===== config.mk =====
export PLATFORM = sky130hd
export DESIGN_NAME = mem_access_ctrl
export DESIGN_NICKNAME = d
export VERILOG_FILES = /design/src/rtl/mem_access_ctrl_pkg.sv /design/src/rtl/mem_access_ctrl_load_extend.sv /design/src/rtl/mem_access_ctrl.sv
export SDC_FILE = /design/constraint.sdc
export NUM_CORES = 1
export LEC_CHECK = 0
export BUFFER_PORTS_ARGS = -buffer_cell sky130_fd_sc_hd__buf_2
export CAP_MARGIN = 20
export CELL_PAD_IN_SITES_DETAIL_PLACEMENT = 1
export CELL_PAD_IN_SITES_GLOBAL_PLACEMENT = 2
export CORE_MARGIN = 4
export CORE_UTILIZATION = 33
export CTS_CLUSTER_SIZE = 12
export DETAILED_ROUTE_END_ITERATION = 8
export PLACE_DENSITY = 0.95
export SKIP_CTS_REPAIR_TIMING = 1
export SYNTH_ARGS = -nofsm -noshare
export SYNTH_HDL_FRONTEND = slang
export SYNTH_HIERARCHICAL = 1
export SYNTH_SLANG_ARGS = --single-unit

===== constraint.sdc =====
create_clock -name clk_i -period 3.6 [get_ports clk_i]
set_input_delay 0.36 -clock clk_i [delete_from_list [all_inputs] [get_ports clk_i]]
set_output_delay 0.36 -clock clk_i [all_outputs]
set_load 0.01 [all_outputs]

===== src/rtl/mem_access_ctrl_pkg.sv =====
// Shared encodings for the data-side memory access controller: RV32I load/store
// funct3 widths, controller FSM states and the busy-line levels.
package mem_access_ctrl_pkg;

  localparam logic [2:0] F3_LB  = 3'b000;
  localparam logic [2:0] F3_LH  = 3'b001;
  localparam logic [2:0] F3_LW  = 3'b010;
  localparam logic [2:0] F3_LBU = 3'b100;
  localparam logic [2:0] F3_LHU = 3'b101;

  localparam logic [2:0] F3_SB  = 3'b000;
  localparam logic [2:0] F3_SH  = 3'b001;
  localparam logic [2:0] F3_SW  = 3'b010;

  localparam logic MEM_BUSY     = 1'b1;
  localparam logic MEM_NOT_BUSY = 1'b0;

  typedef enum logic [2:0] {
    ST_IDLE,
    ST_WAIT,
    ST_ACCESS,
    ST_RESP,
    ST_FAULT
  } state_e;

  // Unsigned widths only exist for loads; halfwords need even, words 4-aligned addresses.
  function automatic logic accessIllegal(input logic isStore, input logic [2:0] funct3,
                                         input logic [1:0] addrLo);
    logic bad;
    bad = 1'b0;
    case (funct3)
      F3_LB:   bad = 1'b0;
      F3_LH:   bad = addrLo[0];
      F3_LW:   bad = (addrLo != 2'b00);
      F3_LBU:  bad = isStore;
      F3_LHU:  bad = isStore | addrLo[0];
      default: bad = 1'b1;
    endcase
    return bad;
  endfunction

endpackage


===== src/rtl/mem_access_ctrl_load_extend.sv =====
// Load formatting: picks the addressed byte/halfword lane out of a RAM word and
// sign- or zero-extends it to 32 bits according to the load funct3.
module mem_access_ctrl_load_extend
  import mem_access_ctrl_pkg::*;
(
  input  logic [1:0]  addr_lo_i,
  input  logic [2:0]  funct3_i,
  input  logic [31:0] word_i,
  output logic [31:0] data_o
);

  logic [7:0]  byteSel;
  logic [15:0] halfSel;

  always_comb begin
    byteSel = word_i[{addr_lo_i, 3'b000} +: 8];
    halfSel = addr_lo_i[1] ? word_i[31:16] : word_i[15:0];
    case (funct3_i)
      F3_LB:   data_o = {{24{byteSel[7]}}, byteSel};
      F3_LH:   data_o = {{16{halfSel[15]}}, halfSel};
      F3_LBU:  data_o = {24'h000000, byteSel};
      F3_LHU:  data_o = {16'h0000, halfSel};
      default: data_o = word_i;
    endcase
  end

endmodule


===== src/rtl/mem_access_ctrl.sv =====
// Data-side memory access controller: accepts one load/store, waits WAIT_STATES
// cycles, strobes a synchronous word RAM once and returns formatted load data.
module mem_access_ctrl
  import mem_access_ctrl_pkg::*;
#(
  parameter int DATA_WIDTH  = 32,
  parameter int ADDR_WIDTH  = 10,
  parameter int WAIT_STATES = 2
) (
  input  logic                  clk_i,
  input  logic                  reset_i,
  input  logic [31:0]           byte_addr_i,
  input  logic [2:0]            funct3_i,
  input  logic [DATA_WIDTH-1:0] wd_i,
  input  logic                  mwr_i,
  input  logic                  mrd_i,
  output logic [DATA_WIDTH-1:0] rd_o,
  output logic                  mem_busy_o,
  output logic                  mem_rdy_o,
  output logic                  fault_o,
  output logic [ADDR_WIDTH-1:0] ram_addr_o,
  output logic [DATA_WIDTH-1:0] ram_wd_o,
  output logic [3:0]            ram_be_o,
  output logic                  ram_we_o,
  output logic                  ram_re_o,
  input  logic [DATA_WIDTH-1:0] ram_rd_i
);

  localparam logic [3:0] WAIT_INIT = 4'(WAIT_STATES);

  state_e                state_q, state_d;
  logic [3:0]            waitCnt_q, waitCnt_d;
  logic [ADDR_WIDTH+1:0] addr_q, addr_d;
  logic [2:0]            funct3_q, funct3_d;
  logic [DATA_WIDTH-1:0] wd_q, wd_d;
  logic [DATA_WIDTH-1:0] rd_q, rd_d;
  logic                  isStore_q, isStore_d;

  logic [DATA_WIDTH-1:0] loadData;
  logic [DATA_WIDTH-1:0] storeWd;
  logic [3:0]            storeBe;
  logic                  unusedAddrBits;

  assign unusedAddrBits = ^byte_addr_i[31:ADDR_WIDTH+2];

  mem_access_ctrl_load_extend u_load_extend (
    .addr_lo_i (addr_q[1:0]),
    .funct3_i  (funct3_q),
    .word_i    (ram_rd_i),
    .data_o    (loadData)
  );

  always_ff @(posedge clk_i or posedge reset_i) begin
    if (reset_i) begin
      state_q   <= ST_IDLE;
      waitCnt_q <= 4'd0;
      addr_q    <= '0;
      funct3_q  <= 3'b000;
      wd_q      <= '0;
      rd_q      <= '0;
      isStore_q <= 1'b0;
    end else begin
      state_q   <= state_d;
      waitCnt_q <= waitCnt_d;
      addr_q    <= addr_d;
      funct3_q  <= funct3_d;
      wd_q      <= wd_d;
      rd_q      <= rd_d;
      isStore_q <= isStore_d;
    end
  end

  // A store wins when both request lines are raised; rejected accesses skip the RAM entirely.
  always_comb begin
    state_d   = state_q;
    waitCnt_d = waitCnt_q;
    addr_d    = addr_q;
    funct3_d  = funct3_q;
    wd_d      = wd_q;
    rd_d      = rd_q;
    isStore_d = isStore_q;
    case (state_q)
      ST_IDLE: begin
        if (mrd_i | mwr_i) begin
          addr_d    = byte_addr_i[ADDR_WIDTH+1:0];
          funct3_d  = funct3_i;
          wd_d      = wd_i;
          isStore_d = mwr_i;
          if (accessIllegal(mwr_i, funct3_i, byte_addr_i[1:0])) begin
            state_d = ST_FAULT;
          end else if (WAIT_STATES == 0) begin
            state_d = ST_ACCESS;
          end else begin
            state_d   = ST_WAIT;
            waitCnt_d = WAIT_INIT;
          end
        end
      end
      ST_WAIT: begin
        waitCnt_d = waitCnt_q - 4'd1;
        if (waitCnt_q <= 4'd1) begin
          state_d = ST_ACCESS;
        end
      end
      ST_ACCESS: state_d = ST_RESP;
      ST_RESP: begin
        if (!isStore_q) begin
          rd_d = loadData;
        end
        state_d = ST_IDLE;
      end
      ST_FAULT: state_d = ST_IDLE;
      default:  state_d = ST_IDLE;
    endcase
  end

  // Store data is replicated across every lane so the byte enables alone pick the target bytes.
  always_comb begin
    storeBe = 4'b1111;
    storeWd = wd_q;
    case (funct3_q[1:0])
      2'b00: begin
        storeBe = 4'b0001 << addr_q[1:0];
        storeWd = {4{wd_q[7:0]}};
      end
      2'b01: begin
        storeBe = addr_q[1] ? 4'b1100 : 4'b0011;
        storeWd = {2{wd_q[15:0]}};
      end
      default: ;
    endcase
  end

  assign ram_we_o   = (state_q == ST_ACCESS) &  isStore_q;
  assign ram_re_o   = (state_q == ST_ACCESS) & ~isStore_q;
  assign ram_be_o   = ram_we_o ? storeBe : 4'b0000;
  assign ram_wd_o   = storeWd;
  assign ram_addr_o = addr_q[ADDR_WIDTH+1:2];
  assign mem_busy_o = (state_q != ST_IDLE) ? MEM_BUSY : MEM_NOT_BUSY;
  assign mem_rdy_o  = (state_q == ST_RESP) | (state_q == ST_FAULT);
  assign fault_o    = (state_q == ST_FAULT);
  assign rd_o       = rd_q;

endmodule


Yosys cells after proc, flatten, opt, wreduce, memory -nomap -nowiden
Index checks and enable logic that the tools add are counted.
- bits in registers: 87
- logic and storage cells: 60
- output and inout port bits: 83
- input port bits: 103
- muxes and demuxes: 17
- eq/ne operators: 15
- reduce and logical (&&, ||, !) cells: 11
- order comparisons: 1
- add/sub/neg operators: 1
- bitwise operators: 6
- shift operators: 2
- operator list (cell ; number):
    32-bit case mux with 4 select lines ; 1
    32-bit case mux with 2 select lines ; 1
    32-bit by 6-bit variable part select with 8-bit output ; 1
    16-bit two-way mux ; 1
    4-bit two-way mux ; 4
    4-bit case mux with 2 select lines ; 2
    3-bit == test, second input constant ; 5
    3-bit by 1-bit == test with 1-bit output, second input constant ; 3
    3-bit by 2-bit == test with 1-bit output, second input constant ; 3
    3-bit zero test ; 3
    3-bit two-way mux ; 3
    3-bit case mux with 3 select lines ; 1
    2-bit inequality test, second input constant ; 3
    2-bit AND reduction ; 3
    1-bit case mux with 5 select lines ; 1
    4-bit by 1-bit <= comparator with 1-bit output, second input constant ; 1
    2-bit nonzero test ; 2
    1-bit by 2-bit << shifter with 4-bit output, first input constant ; 1
    4-bit by 1-bit subtractor with 4-bit output, second input constant ; 1
    1-bit two-way mux ; 3
    1-bit bitwise OR ; 3
    3-bit AND reduction ; 1
    3-bit nonzero test ; 1
    1-bit bitwise AND ; 2
    3 further kinds ; 3

Depth between registers and ports, before layout
Gate-level depths: netlist (run 1).
- word-level depth: 7
- gate-level depth with buffers: 8
- mapped depth without buffers: 5

By module
Netlist (run 1), hierarchy kept.
- by module, submodules not included (module ; seq. area each (µm²) ; cells an instance ; area an instance (µm²) ; instances):
    mem_access_ctrl ; 2177.1 ; 303 ; 4105.2 ; 1
    mem_access_ctrl_load_extend ; 0.0 ; 118 ; 760.7 ; 1

Worst setup path after synthesis (run 1)
No wires, ideal clock.
- path type: register -> register
- start point: reg addr_q[1]
- end point: reg rd_q[24] (netlist: rd_o[24])
- path slack: 1.827 ns
- cell stages (with the launch flop): 7
- arrival: 1.646 ns
- buffers on the path: 2
- setup time: 0.128 ns
- clock period less this slack: 1.773 ns
- required time: 3.472 ns
- path through: dfrtp_1 buf_6 mux4_2 nand3_2 buf_6 nand3_1 mux2_1
- word-level cells in the longest chain between the ends: 2
- ends and longest elaborated chain (item ; line ; source):
    start, declared ; mem_access_ctrl.sv:33 ; logic [ADDR_WIDTH+1:0] addr_q, addr_d;
    start signal, assigned ; mem_access_ctrl.sv:65 ; addr_q <= addr_d;
    32-bit by 6-bit variable part select with 8-bit output or 16-bit two-way mux (tied branches) ; mem_access_ctrl_load_extend.sv:16, mem_access_ctrl_load_extend.sv:17 ;
    32-bit case mux with 4 select lines (*) ; mem_access_ctrl_load_extend.sv:18 ; case (funct3_i)
    named net loadData[24] ; mem_access_ctrl.sv:39 ; logic [DATA_WIDTH-1:0] loadData;
    end signal, assigned ; mem_access_ctrl.sv:68 ; rd_q <= rd_d;
    end, declared ; mem_access_ctrl.sv:36 ; logic [DATA_WIDTH-1:0] rd_q, rd_d;
Mark *: on every way through the listed nets, which the timed path passes. The rest lies on a longest branch.
A chain may end at the register's enable or synchronous reset.

Final worst setup path (run 1)
- start point: reg funct3_q[1]
- end point: out ram_wd_o[14]
- word-level cells in the longest chain between the ends: 2
- ends and longest elaborated chain (item ; line ; source):
    start, declared ; mem_access_ctrl.sv:34 ; logic [2:0] funct3_q, funct3_d;
    start signal, assigned ; mem_access_ctrl.sv:66 ; funct3_q <= funct3_d;
    2-bit by 1-bit == test with 1-bit output or 2-bit zero test (tied branches) ; mem_access_ctrl.sv:121 ; case (funct3_q[1:0])
    32-bit case mux with 2 select lines (*) ; mem_access_ctrl.sv:121 ;
    end, declared ; mem_access_ctrl.sv:22 ; output logic [DATA_WIDTH-1:0] ram_wd_o,
Every way passes the cells marked *; elsewhere a longest branch is shown, timed or not.

==> metrics.yaml, run 1 <==
status: "completed"
clock_sinks: 87
syn_to_final_growth_pct: 21.73
p_seq_share_pct: 33.9
grt_use_total_pct: 16.99
synthMuxAreaShare_pct: 28.16
hpwl_um: 10470
die_h_um: 129.4
die-area_sq_um: 16750
cp_max_fo: 46
drc_errors: 0
cts_buffer_depth: 2
synth_seq_area_share_pct: 44.74
fmax_ghz: 0.3950
io_buffers: 165
crit_path_end_kind: "output port"
grt_pass1_wl_um: 21840
rsz0062_at_grt: "no"
place_area_sq_um: 5643
synthAdderAreaFrac_pct: 0.5143
die_w_um: 129.4
final_antenna_net_count: 0
path_cells: "nor2_2 -> mux2_2 -> buf_2"
cts_tree: "yes"
synth_compound_area_share_pct: 7.637
critical_path_buf_inv_count: 1
yosys_warnings: 6
clkSlewWorstSetupHoldPaths_ns: 0.06
p_leak_nw: 2.960
ys_types: 47
crit_type: "register to output port"
clk_latency_ns: 0.35
vdd_drop_max_mv: 0.4120
finalSetupViolCount: 0
combinationalPowerShare_pct: 49.8
io_pins: 186
pwr-share-clk_pct: 16.3
grt_pass1_vias: 4138
p_int_mw: 3.405
period_share_pct: 70.32
crit_required_ns: 3.24
fin_crit_ns: 2.531
dr.pass1.iters: 4
hold_violations: 0
synth-simple-area-share_pct: 11.34
cp_slowest_cell: "dfrtp_2"
p_sw_share_pct: 39.65
final_nets: 664
rows: 44
final_common_cell: "buf_2"
synth.net_count: 526
root_buffer: "clkbuf_16"
grt_overflow: 0
hold_path_class: "input port to async pin"
synth_area_per_cell_sq_um: 11.56
htree_levels: 3
drt_wl_total_um: 14190
power_per_cell_area_nw_per_um2: 952.5
finish.instance_area_sq_um: 5923
synthFlopType: "dfrtp_1"
vias_per_cell: 5.044
cp_top_family: "flip-flops"
synth_edf_count: 0
core_area_sq_um: 14480
arrival_ns: 2.17
synth_top_family_by_area: "multiplexers"
tightest_slew_ns: 0.9031
maxSlewViolCount: 0
antenna_found_initial: 0
synth-seq-cells: 87
p_switching_mw: 2.237
dr.first_iter.drc_count: 118
critPathMaxStageDelay_ns: 0.71
grt_max_degree: 50
clock_skew_ns: 0.005353
syn_inst: 421
final_cell_mix: "buf_2, mux2_2, dfrtp_1"
diodes: 0
cts_made_buffers: 9
synth-async-reset-ratio_pct: 100.0
vias: 3768
drv_cap: 0
start_util_pct: 33.61
drive_gt1_share_pct: 52.22
synth_area_sq_um: 4866
gp_congestion: 0.8434
wire_per_inst_um: 19.00
worst_slew_margin_rel_pct: 39.79
cp-start-kind: "register"
yosys.area_share.xor_xnor_pct: 0
setup_tns_ns: 0
-- state kept, by name, indices dropped and copies added (netlist names) --
register and flops:
state_q 3, wd_q 32, addr_q 12, rd_o 32
isStore_q 1, funct3_q 3, waitCnt_q 4
-- routing by layer --
metal  up-vias  GRT usage (%)  share of wire, %
met2       151          28.51                49
met5         -              0                 0
met4         0          6.663               2.3
met3        28          6.059               8.9
met1      1845          19.96                40
li1       1744              -                 -
-- worst paths after layout --
path,to,slack [ns],startpoint,cells past startpoint
min in group clk_i,addr_q[5],0.24,byte_addr_i[5],2
max in group asynchronous,waitCnt_q[0],2.65,reset_i,3
worst max-delay path,ram_wd_o[14],1.07,funct3_q[1],3
worst max register to register,rd_o[24],1.36,funct3_q[1],4
worst min register to register,rd_o[24],0.49,rd_o[24],1
worst min-delay path,rd_o[30],0.14,reset_i,2
-- power by group through the flow --
stage / Sequential (mW) / Combinational (mW) / Clock (mW)
final: 1.91 / 2.81 / 0.919
after global routing: 2.00 / 3.06 / 0.996
after CTS: 1.93 / 2.86 / 0.949
after detailed placement: 1.94 / 2.85 / 0
after global placement: 1.89 / 2.75 / 0
after floorplan: 1.78 / 2.20 / 0
-- final cells by class --
class	count	area (sq um)
Clock inverter	4	47.55
Timing Repair Buffer	171	870.8
Inverter	11	45.04
Tap cell	184	230.2
Fill cell	1637	8556
Multi-Input combinational cell	279	2318
Sequential cell	87	2178
Clock buffer	11	232.7
-- cells in the mapped netlist, types with 2 or more instances --
library cell  count  share of area, %
buf_4            22               3.4
o22a_1            9               1.6
nand3b_1         10               1.5
mux2_4            7               2.2
nand3_1          17               1.7
ha_1              2              0.51
nor2_1            9              0.69
nor2_2            2              0.26
inv_1            10              0.77
and2_1            2              0.26
nor3_1            2              0.21
buf_6             5               1.2
clkbuf_1          8              0.62
buf_2             7              0.72
a21oi_1          15               1.5
nor2b_1           7              0.90
nand2b_1          6              0.77
mux2_2           88                20
nand2_1          38               2.9
o211ai_1          5              0.77
nor3_4            2              0.67
dfrtp_1          87                45
o21ai_0          13               1.3
mux2i_1          24               4.9
buf_12            2              0.82
-- logic make-up after synthesis --
kind of cell | after synthesis
buf+inv | 55
mux | 121
simple gates | 101
fa+ha+maj | 2
compound gates | 55
flops | 87
-- metrics by stage --
step                util, %  instances  hold WS [ns]  worst slack, ns  power [mW]
floorplan                 -        421        0.4749           0.9898       3.979
global placement      38.97        732        0.4644            1.376       4.640
detailed placement    38.97        732        0.4863            1.314       4.793
CTS                   40.91        747        0.1605            1.014       5.739
global route          40.91        747        0.1956           0.9134       6.061
finish                40.91        747        0.1426            1.069       5.642
Note: power is estimated with default switching activity, not from simulation.
==> run 2, diff against run 1 <==
--- a/config.mk
+++ b/config.mk
@@ -5,15 +5,16 @@
 export SDC_FILE = /design/constraint.sdc
 export NUM_CORES = 1
 export LEC_CHECK = 0
+export ABC_AREA = 1
 export BUFFER_PORTS_ARGS = -buffer_cell sky130_fd_sc_hd__buf_2
 export CAP_MARGIN = 20
 export CELL_PAD_IN_SITES_DETAIL_PLACEMENT = 1
 export CELL_PAD_IN_SITES_GLOBAL_PLACEMENT = 2
 export CORE_MARGIN = 4
-export CORE_UTILIZATION = 33
+export CORE_UTILIZATION = 24
 export CTS_CLUSTER_SIZE = 12
 export DETAILED_ROUTE_END_ITERATION = 8
-export PLACE_DENSITY = 0.95
+export PLACE_DENSITY = 0.85
 export SKIP_CTS_REPAIR_TIMING = 1
 export SYNTH_ARGS = -nofsm -noshare
 export SYNTH_HDL_FRONTEND = slang
==> constraint.sdc (replaced) <==
create_clock -name clk_i -period 2.3 [get_ports clk_i]
set_input_delay 0.23 -clock clk_i [delete_from_list [all_inputs] [get_ports clk_i]]
set_output_delay 0.23 -clock clk_i [all_outputs]
set_load 0.01 [all_outputs]
==> metrics.yaml, run 2 <==
place_area_sq_um: 6035  # +6.9%
final_cell_mix: "nand2_1, buf_2, nand3_1"
grt_use_total_pct: 14.56  # -2.4 points
r2r-start: "addr_q[1]"
root_buffer: "clkbuf_16"
status: "completed"
dr.first_iter.drc_count: 260  # +120%
cts_tree: "yes"
grt_pass1_wl_um: 28020  # +28%
finalWorstSetupSlack_ns: 0.2861  # -0.7826 ns
vdd_drop_max_mv: 0.4845  # +18%
tightest_slew_ns: 0.6406  # -0.2626 ns
synth-seq-cells: 87  # unchanged
finish.instance_area_sq_um: 6340  # +7.0%
fin_crit_ns: 2.014
maxSlewViolCount: 0  # unchanged
final_nets: 941  # +42%
p_leak_nw: 3.633  # +23%
synth.top_cells.by_count: "nand2_1, nand3_1, dfrtp_1"
cp_top_family: "flip-flops"
io_pins: 186  # unchanged
arrival_ns: 1.78  # -0.39 ns
grt_overflow: 0  # unchanged
synth_edf_count: 0  # unchanged
pre_cts_ws_ns: 0.4355  # -0.8783 ns
cts_made_buffers: 9  # unchanged
drv_cap: 0  # unchanged
clkSlewWorstSetupHoldPaths_ns: 0.08  # +0.02 ns
yosys_warnings: 6  # unchanged
ys_top_cells_by_area: "dfrtp_1, nand2_1, nand3_1"
synth_top_cell_area_share_pct: 42.20  # -2.5 points
setup_tns_ns: 0  # unchanged
rrSetupSlack_ns: 0.46  # -0.90 ns
rr_endpoint: "rd_o[24]"
wire_per_inst_um: 15.44  # -19%
synthFlopType: "dfrtp_1"
dr.pass1.iters: 4  # unchanged
rows: 53  # +20%
hold_path_class: "input port to async pin"
totalPowerFinal_mw: 9.349  # +66%
crit_type: "register to output port"
critical_path_buf_inv_count: 3  # +2
rsz0062_at_grt: "no"
period_share_pct: 87.56
hold_violations: 0  # unchanged
die-area_sq_um: 23900  # +43%
yosysMostFrequentCell: "nand2_1"
drt_wl_total_um: 17230  # +21%
syn_to_final_growth_pct: 22.90
cp_max_fo: 15  # -67%
grt_max_degree: 62  # +24%
fin_hold_ws_ns: 0.05018  # -0.09241 ns
die_w_um: 154.6  # +19%
crit_path_end_kind: "output port"
fin_util_pct: 30.06  # -11 points
htree_levels: 3  # unchanged
synth_area_sq_um: 5159  # +6.0%
core_area_sq_um: 21090  # +46%
antenna_found_initial: 1  # +1
crit_required_ns: 2.07  # -1.17 ns
synth_area_per_cell_sq_um: 7.359  # -36%
drc_errors: 0  # unchanged
multi_input_area_sq_um: 2381  # +2.7%
fmax_ghz: 0.4965
grt_pass1_vias: 5304  # +28%
cp_slowest_cell: "dfrtp_2"
vias: 4990  # +32%
clock_skew_ns: 0.009848  # +0.004496 ns
start_util_pct: 24.46  # -9.1 points
diodes: 0  # unchanged
io_buffers: 165  # unchanged
cts_buffer_depth: 2  # unchanged
final_common_cell: "nand2_1"
hpwl_um: 12840  # +23%
synth_top_area_cell: "dfrtp_1"
vias_per_cell: 4.471  # -11%
nFillCells: 2676  # +63%
path_cells: "inv_1 -> buf_4 -> nand2_2 -> o211ai_1 -> buf_2"
finalSetupViolCount: 0  # unchanged
clk_latency_ns: 0.35  # about the same
critPathMaxStageDelay_ns: 0.54  # -0.17 ns
gp_congestion: 0.8042  # -4.6%
power_per_cell_area_nw_per_um2: 1475  # +55%
clock_sinks: 87  # unchanged
regArea_sq_um: 2178  # unchanged
fin_cells: 1116  # +49%
final_antenna_net_count: 0  # unchanged
ff2ff_path_depth: 8  # +4
drive_gt1_share_pct: 28.66  # -24 points
synth-async-reset-ratio_pct: 100.0  # unchanged
worst_slew_margin_rel_pct: 57.30  # +18 points
die_h_um: 154.6  # +19%
synth.net_count: 806  # +53%
syn_inst: 701  # +67%
dp.cells: 1100  # +50%
cp-start-kind: "register"
synth_seq_area_share_pct: 42.20  # -2.5 points
ys_types: 34  # -28%
==> run 2: cell types whose count changed in the layout (fill, tap and decap cells not counted), moves of 14 or more <==
cell and delta:
nand2_1 +247, nand3_1 +84, nor2_1 +16, mux2i_1 -24, nand3_2 +14, mux2_2 -88
inv_1 +36
==> run 2: kinds of logic after synthesis <==
| logic type | Yosys count | share of synthesized area [%] |
|---|---|---|
| compound gates | 49 | 5.530 |
| xor+xnor | 1 | 0.1698 |
| flops | 87 | 42.20 |
| buf+inv | 105 | 11.69 |
| fa+ha+maj | 2 | 0.4850 |
| simple gates | 457 | 39.92 |
==> run 2: worst max path at each step <==
stage	start	depth (start not counted)	to	slack, ns
4_1_cts	funct3_q[1]	5	ram_wd_o[26]	0.09
3_3_place_gp	addr_q[1]	8	rd_o[19]	0.48
5_1_grt	funct3_q[1]	5	ram_wd_o[26]	0.16
3_5_place_dp	addr_q[1]	8	rd_o[16]	0.44
2_1_floorplan	funct3_q[1]	5	ram_wd_o[24]	0.87
6_report	funct3_q[1]	5	ram_wd_o[26]	0.29
==> run 2: per-layer routing <==
| metal | wire length (um) | global-route usage [%] | up-vias |
|---|---|---|---|
| met2 | 8192 | 24.23 | 119 |
| met5 | 13 | 0 | - |
| met4 | 104 | 2.860 | 2 |
| li1 | - | - | 2473 |
| met3 | 1271 | 4.813 | 9 |
| met1 | 7646 | 18.59 | 2387 |
==> run 2: where the power goes <==
| group | internal (mW) | switching (mW) | leakage [nW] |
|---|---|---|---|
| registers | 2.28 | 0.558 | 1.05 |
| logic | 1.78 | 3.20 | 2.43 |
| clock network | 0.855 | 0.678 | 0.147 |
| total | 4.92 | 4.43 | 3.63 |
==> run 2: final cells by class <==
cell class,instances,share of cell area (%)
Tap cell,275,5.427
Clock inverter,7,1.224
Inverter,49,3.079
Sequential cell,87,34.36
Timing Repair Buffer,180,14.80
Multi-Input combinational cell,509,37.56
Clock buffer,9,3.552
==> run 2: tightest hold or removal path, cell delays in order <==
cell,delay [ns]
buf_2,0.11
clkinvlp_4,0.06
buf_4,0.46
